==> src/rtl/opl3_write_arbiter.sv <==
// rtl/opl3_write_arbiter.sv - round-robin two-requester OPL3 register write master.
// Optional build macro OPL3_ARB_ADDR_CACHE_EN skips the address phase on a repeated {bank,addr}.
module opl3_write_arbiter #(
  parameter int PULSE_CYCLES = 2,
  parameter int ADDR_WAIT    = 4,
  parameter int DATA_WAIT    = 4
) (
  input  logic            clk,
  input  logic            ic_n,
  input  logic [1:0]      req_valid,
  output logic [1:0]      req_ready,
  input  logic [1:0]      req_bank,
  input  logic [1:0][7:0] req_addr,
  input  logic [1:0][7:0] req_data,
  output logic            cs_n,
  output logic            rd_n,
  output logic            wr_n,
  output logic [1:0]      address,
  output logic [7:0]      din,
  output logic            busy,
  output logic            last_grant
);

  localparam int MAX_AP  = (PULSE_CYCLES > ADDR_WAIT) ? PULSE_CYCLES : ADDR_WAIT;
  localparam int MAX_ALL = (MAX_AP > DATA_WAIT) ? MAX_AP : DATA_WAIT;
  localparam int CW      = (MAX_ALL < 1) ? 1 : $clog2(MAX_ALL + 1);
  localparam logic [CW-1:0] PULSE_LAST = CW'(PULSE_CYCLES - 1);
  localparam logic [CW-1:0] AW_LAST    = CW'((ADDR_WAIT > 0) ? ADDR_WAIT - 1 : 0);
  localparam logic [CW-1:0] DW_LAST    = CW'((DATA_WAIT > 0) ? DATA_WAIT - 1 : 0);

  typedef enum logic [2:0] {
    S_IDLE, S_ADDR_PULSE, S_ADDR_WAIT, S_DATA_PULSE, S_DATA_WAIT
  } state_t;

  state_t          state, state_nxt;
  logic [CW-1:0]   cnt, cnt_nxt;
  logic            lat_bank;
  logic [7:0]      lat_addr, lat_data;
  logic            winner, take, hit;
  logic [1:0]      address_nxt;
  logic [7:0]      din_nxt;

  assign rd_n = 1'b1;

  // With both valid the requester not served last wins; otherwise the lone valid one.
  assign winner    = (req_valid == 2'b11) ? ~last_grant : req_valid[1];
  assign take      = (state == S_IDLE) && (|req_valid);
  assign req_ready = take ? (winner ? 2'b10 : 2'b01) : 2'b00;

`ifdef OPL3_ARB_ADDR_CACHE_EN
  logic       cache_valid;
  logic [8:0] cache_tag;

  assign hit = cache_valid && (cache_tag == {req_bank[winner], req_addr[winner]});

  always_ff @(posedge clk or negedge ic_n) begin
    if (!ic_n) begin
      cache_valid <= 1'b0;
      cache_tag   <= '0;
    end else if (state == S_ADDR_PULSE && cnt == PULSE_LAST) begin
      cache_valid <= 1'b1;
      cache_tag   <= {lat_bank, lat_addr};
    end
  end
`else
  assign hit = 1'b0;
`endif

  always_comb begin
    state_nxt   = state;
    cnt_nxt     = cnt + 1'b1;
    address_nxt = address;
    din_nxt     = din;
    case (state)
      S_IDLE: begin
        cnt_nxt = '0;
        if (take) begin
          if (hit) begin
            state_nxt   = S_DATA_PULSE;
            address_nxt = {req_bank[winner], 1'b1};
            din_nxt     = req_data[winner];
          end else begin
            state_nxt   = S_ADDR_PULSE;
            address_nxt = {req_bank[winner], 1'b0};
            din_nxt     = req_addr[winner];
          end
        end
      end
      S_ADDR_PULSE: begin
        if (cnt == PULSE_LAST) begin
          cnt_nxt = '0;
          if (ADDR_WAIT > 0) begin
            state_nxt = S_ADDR_WAIT;
          end else begin
            state_nxt   = S_DATA_PULSE;
            address_nxt = {lat_bank, 1'b1};
            din_nxt     = lat_data;
          end
        end
      end
      S_ADDR_WAIT: begin
        if (cnt == AW_LAST) begin
          cnt_nxt     = '0;
          state_nxt   = S_DATA_PULSE;
          address_nxt = {lat_bank, 1'b1};
          din_nxt     = lat_data;
        end
      end
      S_DATA_PULSE: begin
        if (cnt == PULSE_LAST) begin
          cnt_nxt   = '0;
          state_nxt = (DATA_WAIT > 0) ? S_DATA_WAIT : S_IDLE;
        end
      end
      S_DATA_WAIT: begin
        if (cnt == DW_LAST) begin
          cnt_nxt   = '0;
          state_nxt = S_IDLE;
        end
      end
      default: begin
        cnt_nxt   = '0;
        state_nxt = S_IDLE;
      end
    endcase
  end

  // Strobes are decoded from the next state so they change only on clock edges.
  always_ff @(posedge clk or negedge ic_n) begin
    if (!ic_n) begin
      state      <= S_IDLE;
      cnt        <= '0;
      cs_n       <= 1'b1;
      wr_n       <= 1'b1;
      address    <= 2'b00;
      din        <= 8'h00;
      busy       <= 1'b0;
      last_grant <= 1'b1;
      lat_bank   <= 1'b0;
      lat_addr   <= 8'h00;
      lat_data   <= 8'h00;
    end else begin
      state   <= state_nxt;
      cnt     <= cnt_nxt;
      cs_n    <= !(state_nxt == S_ADDR_PULSE || state_nxt == S_DATA_PULSE);
      wr_n    <= !(state_nxt == S_ADDR_PULSE || state_nxt == S_DATA_PULSE);
      busy    <= (state_nxt != S_IDLE);
      address <= address_nxt;
      din     <= din_nxt;
      if (take) begin
        last_grant <= winner;
        lat_bank   <= req_bank[winner];
        lat_addr   <= req_addr[winner];
        lat_data   <= req_data[winner];
      end
    end
  end

endmodule

==> config.mk <==
export PLATFORM = sky130hd
export DESIGN_NAME = opl3_write_arbiter
export DESIGN_NICKNAME = d
export VERILOG_FILES = /design/src/rtl/opl3_write_arbiter.sv
export SDC_FILE = /design/constraint.sdc
export NUM_CORES = 1
export LEC_CHECK = 0
export CAP_MARGIN = 20
export CORE_MARGIN = 4
export CORE_UTILIZATION = 40
export CTS_CLUSTER_DIAMETER = 30
export DETAILED_ROUTE_END_ITERATION = 12
export PLACE_DENSITY = 0.82
export SLEW_MARGIN = 5
export SYNTH_ARGS = -nofsm -noshare
export SYNTH_HDL_FRONTEND = slang
export SYNTH_SLANG_ARGS = --single-unit
==> constraint.sdc <==
create_clock -name clk -period 1.9 [get_ports clk]
set_clock_uncertainty 0.15 [all_clocks]
set_input_delay 0.38 -clock clk [delete_from_list [all_inputs] [get_ports clk]]
set_output_delay 0.38 -clock clk [all_outputs]
set_load 0.05 [all_outputs]
Word level (Yosys, flattened, before mapping)
Index checks and enable logic that the tools add are counted.
- flip-flop bits (word level): 28
- logic and storage cells: 57
- output and inout bits: 17
- input bits: 38
- reduce and logical (&&, ||, !) cells: 10
- eq/ne operators: 11
- muxes and demuxes: 24
- bitwise operators: 1
- magnitude comparators: 1
- add/subtract/negate cells: 1
- operator list (cell ; count):
    two-way mux 8 bit ; 6
    two-way mux 3 bit ; 7
    case mux 8 bit (2 select lines) ; 1
    case mux 3 bit (5 select lines) ; 1
    == test 3 x 2 -> 1 bit, second input constant ; 4
    == test 3 x 1 -> 1 bit, second input constant ; 3
    two-way mux 2 bit ; 4
    case mux 3 bit (2 select lines) ; 1
    OR reduction 2 bit ; 3
    inequality test 2 bit, second input constant ; 2
    case mux 2 bit (2 select lines) ; 1
    adder 3 x 1 -> 3 bit, second input constant ; 1
    == test 3 bit, second input constant ; 1
    logical NOT 3 bit ; 1
    two-way mux 1 bit ; 3
    AND reduction 3 bit ; 1
    nonzero test 3 bit ; 1
    == test 2 bit, second input constant ; 1
    < comparator 1 x 2 -> 1 bit, second input constant ; 1
    nonzero test 2 bit ; 1
    logical AND 1 bit ; 1
    logical NOT 1 bit ; 1
    logical OR 1 bit ; 1
    NOT 1 bit ; 1

Longest topological paths before layout
Gate-level depths: netlist of the first run.
- depth in word-level cells: 7
- gate-level depth with buffers: 7

Worst setup path before layout of the first run
No wires, ideal clock.
- path type: register to output
- start point: register state[0]
- end point: output req_ready[0]
- stages on the path, launching flop included: 6
- arrival: 1.609 ns
- path slack: -0.239 ns
- cell sequence: dfrtp_1 -> buf_2 -> nor3_2 -> o21ai_1 -> buf_2 -> nor2_1
- word-level cells in the longest chain between the ends: 3
- RTL lines (element ; RTL line ; text):
    from (decl) ; 35 ; state_t state, state_nxt;
    from (signal assigned) ; 143 ; state <= state_nxt;
    logical NOT 3 bit ; 47 ; assign take = (state == S_IDLE) && (|req_valid);
    logical AND 1 bit ; 47 ;
    two-way mux 2 bit ; 48 ; assign req_ready = take ? (winner ? 2'b10 : 2'b01) : 2'b00;
    to (decl) ; 11 ; output logic [1:0] req_ready,
No other way between the ends.

Worst setup path after layout of the first run
- start point: register last_grant
- end point: output req_ready[1]
- word-level cells in the longest chain between the ends: 4
- RTL lines (element ; RTL line ; text):
    from (decl) ; 21 ; output logic last_grant
    from (signal assigned) ; 151 ; last_grant <= winner;
    NOT 1 bit ; 46 ; assign winner = (req_valid == 2'b11) ? ~last_grant : req_valid[1];
    two-way mux 1 bit ; 46 ;
    two-way mux 2 bit (2 in a row) ; 48 ;
No other way between the ends.

==> results of run 1 <==
## layer usage
metal | track usage (%) | wire length [um] | part of all wire [%]
met5 | 0 | 0 | 0
met3 | 2.43 | 279 | 7.7
met1 | 21.3 | 1590 | 44
met2 | 28.2 | 1700 | 47
met4 | 5.96 | 51 | 1.4
## final cells by class
type                    instances  area, um2  share of cell area (%)
repair buffers                 68        683                    30.6
clock inverters                 1       30.0                    1.34
inverters                      13       48.8                    2.18
flip-flops and latches         28        703                    31.5
well taps                      46       57.6                    2.58
clock buffers                   3       41.3                    1.85
multi-input cells             110        669                    30.0
## cell families (layout without fill, tap and decap cells)
family                     count (synthesis)  in the layout  synth area share [%]
AOI/OAI and AO/OA                         55             55                  23.9
xor gates and xnor gates                   1              1                 0.595
adders and majority gates                  4              4                  3.40
buffers and inverters                     26             85                  8.84
DFF                                       28             28                  47.8
muxes                                      2              2                  1.36
other                                      1              1                 0.255
and+or+nand+nor                           47             47                  13.9
## worst paths after layout
path,depth (start not counted),to,slack (ns)
max,4,req_ready[1],0.06
min,2,lat_data[2],0.32
max reg2reg,7,din[7],0.12
min reg2reg,1,cnt[0],0.32
max in group asynchronous,2,last_grant,0.97
min in group clk,1,cnt[0],0.32
## worst max-delay path: cells and delay by family (launching register included)
kind / cells / cell delay [ns]
AO/OA/AOI/OAI: 1 / 0.05
buffers and inverters: 2 / 0.28
flip-flops: 1 / 0.54
AND/OR/NAND/NOR: 1 / 0.17
## sequential cells by signal (all words and copies together), names as in the netlist
signal and count:
last_grant 1, address 2, cnt 3, busy 1, state 3, lat_bank 1
din 8, wr_n 1, lat_data 8
## per-stage QoR
stage          power [mW]  hold slack (ns)  instance area, um2
4_1_cts              3.91            0.330                2230
3_5_place_dp         3.39            0.318                2130
2_1_floorplan        2.57          -0.0656                1480
5_1_grt              4.18            0.353                2230
6_report             3.90            0.323                2230
3_3_place_gp         3.33            0.302                2130
## placed cells by master, fill, tap and decap left out, drive strengths merged, types with 2 or more instances in the layout
cell type / instances
inv: 13
dlygate4sd2: 2
o21ai: 28
clkdlybuf4s50: 35
dfrtp: 26
a21oi: 10
nor2: 18
a221o: 8
clkbuf: 3
buf: 31
dfstp: 2
nand2: 20
a21o: 2
ha: 4
mux2i: 2
## power by group through the flow
stage / sequential [mW] / combinational, mW / clock (mW)
after floorplan: 1.51 / 1.06 / 0
after global placement: 1.09 / 2.24 / 0
after detailed placement: 1.10 / 2.28 / 0
after CTS: 1.10 / 2.34 / 0.470
after global routing: 1.14 / 2.54 / 0.499
final: 1.10 / 2.34 / 0.458
## timing repair
item	4_1_cts	5_1_grt
pin swaps	0	2
hold buffers	0	0
endpoints found under the setup margin	2	3
resized for setup	9	3
==> metrics.txt, run 1 <==
# clock sinks=28; I/O pins=55; critical path launch point=last_grant; Total GRT Usage=between 10% and 20%; starting density of the core=about 43%; WL/cell=between 10 and 15 um; Root Driver=clkbuf_8; vias in the first global route=around 1300; slowest cell on the critical path=dfstp_2; Core Box Area=3440 um2; warnings from Yosys=0; largest net degree at the start of global routing=29; Final Setup Violations=0; Worst EP required=1.37 ns; layout cells sized above 1=approximately a fifth; Non-Filler Instances=around 270; Final WS setup=0.0564 ns; antenna violations before repair=0; Reg clk slew, reported paths=0.09 ns; sequential power share=approximately 28%; Post-Synthesis Cells=roughly 160; Comb power frac=approximately three fifths; fin crit share=about 97%; TritonCTS clock tree=built; Startpoint Class=register; Setup Total Neg Slack=0 ns; # fillers=300; DRT Wirelength=around 3.6 mm; Nets=266; minimum clock period=approximately 1.8 ns; worst slack, placed=-0.206 ns; # diodes=0; DRC=0; Rows=21; Peak supply drop=between 0.0009 and 0.001 V; max frequency=about 540 MHz; gr ovfl total=0; via count=about 1300; HP Class=in2async; Yosys reg bits=28; port buffer count=53; H-tree Lvls=1; cell taking the most area after synthesis=dfrtp_1; crit end category=output pin; crit path DAT=1.31 ns; post-synthesis sequential area ratio=a little under half; Placer Congestion=about 0.88; clock power share=around an eighth; worst skew pair latency=around 0.27 ns; top cell type's share of synthesized area=between 40 and 50%; ys async rst share=100%; Fin. Hold Viols=0; Mean Syn Cell Area=roughly 9.0 um2; final core occ=between 60 and 70%; RSZ-0062 raised after global routing=false; Slew Limit Fails=0; top cells by count, synth=dfrtp_1 (26), o21ai_0 (22), nand2_1 (20); synthesized area=1470 um2; Int Power=around 2.2 mW; dpl cells=approximately 270; EDFF count, synth=0; area grow syn2layout=51.8%; first-pass GRT wire length=between 5 and 6 mm; synth top area cells=dfrtp_1 (44%), o21ai_0 (7.5%), a221o_1 (5.4%); die height=between 60 and 70 um; die area=approximately 4700 um2; Syn Nets=roughly 210; worst setup path class=reg2out; maxcap violations=0; post-DP HPWL=approximately 2.8 mm; vias per std cell=between 4 and 5; pwr dens=1750 nW/um2; Bufs on Longest Clock Path=2; Num CTS Buffers=3; die width=a little under 70 um; Sw Share=roughly 44%; Sw Pwr=approximately 1.7 mW; synth unique cells=35; status=finished clean; Crit path largest cell delay=0.54 ns; Detail Route Antenna Nets=0; Critical Path, Cell by Cell=a21boi_2, buf_4, and2_4, buf_12; crit-path max FO=2; count leader, synth=dfrtp_1; Static Leak=about 1.0 nW; Main synth FF type=dfrtp_1; post-CTS setup buffer count=0; number of DRC markers in iteration 0=57; launching point of the worst reg2reg path=cnt[0]; 1st-pass router iterations=4
(Power assumes the default switching activity.)
==> run 2: changes to the inputs <==
--- a/config.mk
+++ b/config.mk
@@ -11,6 +11,7 @@
 export CTS_CLUSTER_DIAMETER = 30
 export DETAILED_ROUTE_END_ITERATION = 12
 export PLACE_DENSITY = 0.82
+export SKIP_LAST_GASP = 1
 export SLEW_MARGIN = 5
 export SYNTH_ARGS = -nofsm -noshare
 export SYNTH_HDL_FRONTEND = slang
==> metrics.txt, run 2 (synthesized netlist as in run 1, its figures left out) <==
Placer Congestion=~0.88; die width=roughly 69 um; Int Power=approximately 2.2 mW; Critical Path, Cell by Cell=nor3_4, o21ai_4, nor2_4, buf_6; maxcap violations=0; RSZ-0062 raised after global routing=true; 1st-pass router iterations=4; Core Box Area=around 3400 um2; via count=approximately 1300; Non-Filler Instances=between 200 and 300; Comb power frac=around three fifths; final core occ=between 60% and 70%; Bufs on Longest Clock Path=2; Worst EP required=around 1.4 ns; Static Leak=~1.0 nW; dpl cells=265; DRT Wirelength=around 3.6 mm; Fin. Hold Viols=0; Sw Share=around 44%; Finished Cell Area=between 2000 and 2500 um2; vias per std cell=4.97; most common cell after layout, fill and taps aside=clkdlybuf4s50_1; crit path DAT=between 1 and 1.5 ns; status=finished clean; Slew Limit Fails=0; Reg clk slew, reported paths=0.10 ns; worst setup path class=reg2out; pwr dens=~1700 nW/um2; crit path buf inv count=1; Startpoint Class=register; DRC=0; fin crit share=a little over nine tenths; post-CTS setup buffer count=0; area grow syn2layout=51.5%; vias in the first global route=about 1300; port buffer count=53; die area=4710 um2; first-pass GRT wire length=a little under 6 mm; HP Class=in2async; slowest cell on the critical path=dfrtp_1; Root Driver=clkbuf_8; Num CTS Buffers=3; layout cells sized above 1=slightly below 20%; Rows=21; Sw Pwr=between 1.5 and 2 mW; Detail Route Antenna Nets=0; WL/cell=roughly 13 um; I/O pins=55; H-tree Lvls=1; crit-path max FO=3; minimum clock period=between 1.5 and 2 ns; most frequent cells in the layout=clkdlybuf4s50_1 (35), dfrtp_1 (26), buf_4 (24); gr ovfl total=0; Peak supply drop=about 0.00094 V; antenna violations before repair=0; max frequency=around 540 MHz; starting density of the core=42.7%; Nets=about 270; crit end category=output pin; number of DRC markers in iteration 0=between 40 and 50; Top delay family on crit path=flip-flops; Crit path largest cell delay=roughly 0.44 ns; clock power share=around an eighth; # clock sinks=28; Final Setup Violations=0; Total GRT Usage=16.6%; post-DP HPWL=2.78 mm; sequential power share=28.3%; worst skew pair latency=between 0.2 and 0.3 ns; largest net degree at the start of global routing=29; biggest regs=din x8, lat_data x8; die height=slightly below 70 um; dpl cell area=around 2100 um2; # diodes=0; TritonCTS clock tree=built
==> run 2: repair_timing <==
item	4_1_cts	5_1_grt
pin swaps	0	1
cloned	0	0
hold buffers	0	0
setup endpoints to repair	2	3
resized for setup	9	2
==> run 2: power by group through the flow <==
stage,Clock [mW],Combinational (mW),Sequential (mW)
floorplan,0,1.06,1.51
global placement,0,2.24,1.09
detailed placement,0,2.28,1.10
CTS,0.470,2.34,1.10
global route,0.499,2.54,1.14
finish,0.460,2.33,1.10
==> run 2: routing by layer <==
layer	vias up	share of wire, %	global-route usage, %
li1	679	-	-
met1	606	44	21.3
met2	47	47	28.2
met3	4	7.5	2.43
met4	0	1.4	5.96
met5	-	0	0
==> run 2: worst register-to-register path: cells and delay by family (launching register included) <==
kind | cells | cell delay [ns]
compound gates | 3 | 0.35
buf+inv | 1 | 0.17
flops | 1 | 0.41
fa+ha+maj | 2 | 0.42
simple gates | 1 | 0.18
==> run 2: final cells by class <==
| class | instances | area, um2 |
|---|---|---|
| clock buffer | 3 | 41.3 |
| multi-input combinational | 110 | 669 |
| sequential | 28 | 703 |
| clock inverter | 1 | 30.0 |
| inverter | 13 | 48.8 |
| timing repair buffer | 68 | 679 |
| tap | 46 | 57.6 |
| fill | 298 | 1210 |
==> run 2: path summary, 6_finish.rpt <==
| path | from | to | slack [ns] | cells after the start |
|---|---|---|---|---|
| min in group clk | cnt[0] | cnt[0] | 0.32 | 1 |
| hold reg to reg | cnt[0] | cnt[0] | 0.32 | 1 |
| setup reg to reg | cnt[0] | din[7] | 0.12 | 7 |
| hold / removal | ic_n | lat_data[2] | 0.32 | 2 |
| setup / recovery | state[0] | req_ready[0] | 0.05 | 4 |
| max in group asynchronous | ic_n | last_grant | 0.97 | 2 |
==> run 2: stage by stage <==
step	worst slack, ns	setup TNS [ns]	total power [mW]	hold WS, ns
5_1_grt	-0.00976	-0.00976	4.18	0.353
3_5_place_dp	-0.206	-3.39	3.39	0.318
6_report	0.0512	0	3.90	0.322
3_3_place_gp	-0.224	-2.90	3.33	0.302
2_1_floorplan	-0.00433	-0.0347	2.57	-0.0656
4_1_cts	0.0307	0	3.91	0.330
